<file path="config.mk">
export PLATFORM = sky130hd
export DESIGN_NAME = ripple_carry_adder_4bit
export DESIGN_NICKNAME = d
export VERILOG_FILES = /design/src/rtl/rca_pkg.sv /design/src/rtl/rca_full_adder.sv /design/src/rtl/ripple_carry_adder_4bit.sv
export SDC_FILE = /design/constraint.sdc
export NUM_CORES = 1
export LEC_CHECK = 0
export CORE_AREA = 2 2 39 41
export CTS_CLUSTER_SIZE = 14
export DETAILED_ROUTE_END_ITERATION = 16
export DIE_AREA = 0 0 41 43
export DONT_BUFFER_PORTS = 1
export PLACE_DENSITY = 0.46
export SYNTH_ARGS = -nofsm -noshare
export SYNTH_HDL_FRONTEND = slang
export SYNTH_SLANG_ARGS = --single-unit
</file>
<file path="constraint.sdc">
create_clock -name clk -period 3.4 [get_ports clk]
set_input_delay 0.68 -clock clk [delete_from_list [all_inputs] [get_ports clk]]
set_output_delay 0.68 -clock clk [all_outputs]
set_load 0.01 [all_outputs]
</file>
<file path="src/rtl/rca_pkg.sv">
// Shared width and operand type for the 4-bit ripple-carry adder.
package rca_pkg;

  localparam int RCA_WIDTH = 4;

  typedef logic [RCA_WIDTH-1:0] rca_word_t;

endpackage

</file>
<file path="src/rtl/rca_full_adder.sv">
// One-bit full adder cell; the adder carry chain is built from these.
module rca_full_adder (
  input  logic a,
  input  logic b,
  input  logic ci,
  output logic s,
  output logic co
);

  logic p;

  assign p  = a ^ b;
  assign s  = p ^ ci;
  assign co = (a & b) | (ci & p);

endmodule

</file>
<file path="src/rtl/ripple_carry_adder_4bit.sv">
// 4-bit ripple-carry adder with combinational and registered outputs.
// Define RCA_OVERFLOW_EN to add the signed overflow outputs ovf/ovf_q.
module ripple_carry_adder_4bit
  import rca_pkg::*;
#(
  parameter int WIDTH = RCA_WIDTH
) (
  input  logic      clk,
  input  logic      rst,
  input  rca_word_t a,
  input  rca_word_t b,
  input  logic      cin,
  output rca_word_t sum,
  output logic      cout,
  output rca_word_t sum_q,
  output logic      cout_q
`ifdef RCA_OVERFLOW_EN
  ,
  output logic      ovf,
  output logic      ovf_q
`endif
);

  if (WIDTH != RCA_WIDTH) begin : g_bad_width
    $error("ripple_carry_adder_4bit: WIDTH must be 4");
  end

  logic [RCA_WIDTH:0] c;

  assign c[0] = cin;

  for (genvar i = 0; i < RCA_WIDTH; i++) begin : g_fa
    rca_full_adder u_fa (
      .a  (a[i]),
      .b  (b[i]),
      .ci (c[i]),
      .s  (sum[i]),
      .co (c[i+1])
    );
  end

  assign cout = c[RCA_WIDTH];

`ifdef RCA_OVERFLOW_EN
  // Carry into and out of the sign bit differ exactly on signed overflow.
  assign ovf = c[RCA_WIDTH-1] ^ c[RCA_WIDTH];
`endif

  always_ff @(posedge clk or posedge rst) begin
    if (rst) begin
      sum_q  <= '0;
      cout_q <= 1'b0;
`ifdef RCA_OVERFLOW_EN
      ovf_q  <= 1'b0;
`endif
    end else begin
      sum_q  <= sum;
      cout_q <= cout;
`ifdef RCA_OVERFLOW_EN
      ovf_q  <= ovf;
`endif
    end
  end

endmodule

</file>
* After elaboration in Yosys (flattened, before gate mapping)
Cells that the tools add are included.
** Storage, ports and cells
- Bits in registers :: 5
- Output and inout bits :: 10
** Cells by class
- Bitwise logic cells :: 20
** Operators with widths (number)
- 1-bit bitwise AND :: 8
- 1-bit XOR :: 8
- 1-bit bitwise OR :: 4

* Depth between registers and ports, before layout
- Depth after elaboration :: 9
- Depth in mapped cells :: 9
- Depth with buffers taken out :: 8

* Modules after synthesis
Synthesis repeated with hierarchy kept, for this count alone.
** Unflattened totals
- Cell total of the unflattened synthesis :: 10
- Area total of the unflattened synthesis :: 209.0 um2
** Modules (own cells, without submodules)
- ripple_carry_adder_4bit :: times used 1, cells each 6, area each 128.9 um2, sequential area each 125.1 um2
- rca_full_adder :: times used 4, cells each 1, area each 20.0 um2, sequential area each 0.0 um2

* Worst setup path before layout
No wires, ideal clock.
- Kind :: input-to-output
- From :: in a[0]
- To :: out sum[3]
- Data arrival time :: 2.300 ns
- Slack :: 0.420 ns
- Cell stages on the path :: 9
- Path buffers :: 1
- Path through :: inv_1 -> fa_1 -> inv_1 -> fa_1 -> fa_1 -> inv_1 -> fa_1 -> inv_1 -> buf_4
** Between the ends
- Word-level cells in the longest chain between the ends :: 8
- Elaborated cells between the ends (all ways) :: 9
** RTL lines
- start: declaration :: line ripple_carry_adder_4bit.sv:10 : input rca_word_t a,
- 1-bit XOR :: line rca_full_adder.sv:12 : assign p = a ^ b;
- 1-bit bitwise AND :: line rca_full_adder.sv:14 : assign co = (a & b) | (ci & p);
- 1-bit bitwise OR (*) :: line rca_full_adder.sv:14
- 1-bit bitwise AND (*) :: line rca_full_adder.sv:14
- 1-bit bitwise OR (*) :: line rca_full_adder.sv:14
- 1-bit bitwise AND (*) :: line rca_full_adder.sv:14
- 1-bit bitwise OR (*) :: line rca_full_adder.sv:14
- 1-bit XOR (*) :: line rca_full_adder.sv:13 : assign s = p ^ ci;
- end: declaration :: line ripple_carry_adder_4bit.sv:13 : output rca_word_t sum,
Mark *: on every way between the ends. The rest lies on a longest branch, timed or not.

* Worst setup path after layout
Ends and elaborated chain as after synthesis.

==> results by group <==
Status
  – Outcome: finished clean

Synthesis
  – Synth top area share: roughly 45%
  – Avg Inst Size Synth: roughly 12 sq um
  – Syn Nets: 39
  – Mapped cell area: roughly 280 sq um
  – Yosys warning count: 0
  – Top post-synthesis cells by area: dfrtp_1, fa_1, inv_1, buf_4
  – Cells after Synth: 24
  – Yosys reg bits: 5
  – Sequential area share after synthesis: a little under half
  – Yosys cell types: 4
  – Post-synth top area cell: dfrtp_1

Floorplan
  – Initial Utilization: 20.0%
  – # IOs: 21
  – Die Wd: slightly above 40 microns
  – Die area: approximately 1800 sq um
  – Core ar.: about 1400 sq um
  – Chip Height: approximately 43 microns
  – Num rows: 14

STA
  – Setup_tns: 0 ns
  – Slew headroom: approximately 90%
  – Fin. Hold Viols: 0
  – Final hold slack: approximately 0.22 ns
  – Pins Over Slew Limit: 0
  – Final period util: around nine tenths
  – Min cycle time layout: between 3 and 4 ns
  – Worst Max-Slew Pin Slew: ~0.18 ns
  – FMAX: around 330 MHz
  – # setup viols final: 0
  – Worst setup slack after layout: approximately 0.4 ns
  – RSZ-0062 raised after global routing: false

Clocking
  – CTS tree: done
  – Max clock buf depth: 2
  – H-tree levels: 1
  – CTS resizes: 0
  – Clock transition at path regs: 0.04 ns
  – Cts hold-fix bufs: 0
  – Postcts setup bufs: 0
  – CTS Buf Count: 3
  – Root Driver: clkbuf_4
  – Sink Count: 5

GRT
  – Global route hottest layer: met4
  – Vias in the first global route: about 140
  – Largest net degree at the start of global routing: 6
  – Antenna violations before repair: 0
  – GRT met1 Usage: 5.86%
  – Total GRT Usage: approximately 5.5%
  – Met3 usage: ~1.6%
  – M2 GR Usage: just under 6%
  – First-pass GRT wire length: roughly 530 microns
  – GRT Residual Overflow: 0

Routing
  – Iter 0 DRT Violations: 1
  – Vias per cell: about 3.2
  – Total number of vias: 128
  – WL final: between 400 and 500 microns
  – 1st-pass router iterations: 2
  – DRC: 0
  – Wire per inst: ~11 microns
  – DRT antenna net count: 0

Min path
  – Hold WC Path Type: input pin to asynchronous set/reset pin

Finish
  – P&R area growth vs syn: 5.88%
  – Commonest non-fill, non-tap cell in the layout: inv_1
  – Seq. cell area: roughly 130 sq um
  – Commonest cells after routing, fill and taps aside: inv_1, dfrtp_1, fa_1, clkbuf_4, clkbuf_1
  – Ant. Diodes: 0
  – Final instance area: ~290 sq um
  – Filler Cell Count: between 150 and 200
  – Fin cells: 40
  – Multi-input logic area: around 80 sq um
  – Layout cells sized above 1: between 10% and 20%
  – Layout Utilization: between 20% and 30%
  – Nets: 40

Power and ir drop
  – Total Power: 172 uW
  – Worst VDD drop: roughly 0.00007 V
  – LEAKAGE: around 0.16 nW
  – Sequential power share: 45.6%
  – Sw Ratio: between 20% and 30%
  – Combinational power share: 15.3%
  – Clock power share: between 30% and 40%
  – Power density cells: between 500 and 600 nW/um^2
  – Pint: roughly 120 uW
  – Psw: 49.5 uW

Worst setup path
  – Crit path arrival time: around 2.3 ns
  – Setup crit start kind: input pin
  – Crit. End Element: output port
  – Worst Path Max Fanout: 2
  – Crit Path Class: input pin to output port
  – CP Data Required Time: roughly 2.7 ns

Placed design
  – Placed cell count: 36
  – PortBufs: 0
  – Hpwl dp: roughly 410 microns
  – DP Area: 267 sq um
  – Gp weighted congestion: 0.541
  – DP Worst Slack: between 0.3 and 0.4 ns

Run
  – Max Cap Violations: 0
area by class of cell:
class / count / share of cell area, %
sequential: 5 / 42.7
multi-input combinational: 4 / 27.4
inverter: 11 / 14.1
clock buffer: 4 / 8.97
tap: 16 / 6.84
cell families after synthesis:
family | synth area share, %
buffers and inverters | 25.8
flip-flops | 45.2
adder cells (fa/ha/maj) | 29.0
worst max-delay path: stages:
cell	delay, ns
inv_1	0.06
fa_1	0.17
inv_1	0.05
fa_1	0.37
fa_1	0.38
inv_1	0.08
fa_1	0.41
inv_1	0.12
state kept, by name, summed over array words and instances, names as in the netlist:
name and count:
sum_q 4, cout_q 1
cell usage after synthesis:
| master | n |
|---|---|
| dfrtp_1 | 5 |
| buf_4 | 4 |
| fa_1 | 4 |
| inv_1 | 11 |
worst paths after layout:
check,startpoint,to,slack [ns],cells after the start
worst max-delay path,a[0],sum[3],0.40,8
worst min-delay path,rst,sum_q[0],0.22,1
max in group asynchronous,rst,sum_q[3],3.01,1
min in group clk,b[2],sum_q[2],0.74,1
power groups by stage:
stage | Combinational, mW | Sequential (mW) | Clock (mW)
floorplan | 0.0315 | 0.0781 | 0
global placement | 0.0266 | 0.0789 | 0
detailed placement | 0.0273 | 0.0794 | 0
CTS | 0.0273 | 0.0786 | 0.0713
global route | 0.0303 | 0.0802 | 0.0752
finish | 0.0262 | 0.0783 | 0.0671
routing by layer:
layer | part of all wire [%] | up-vias
met3 | 13 | 0
met2 | 49 | 15
met5 | 0 | -
met1 | 37 | 57
li1 | - | 56
met4 | 0 | 0
Note: power is estimated with default switching activity, not from simulation.
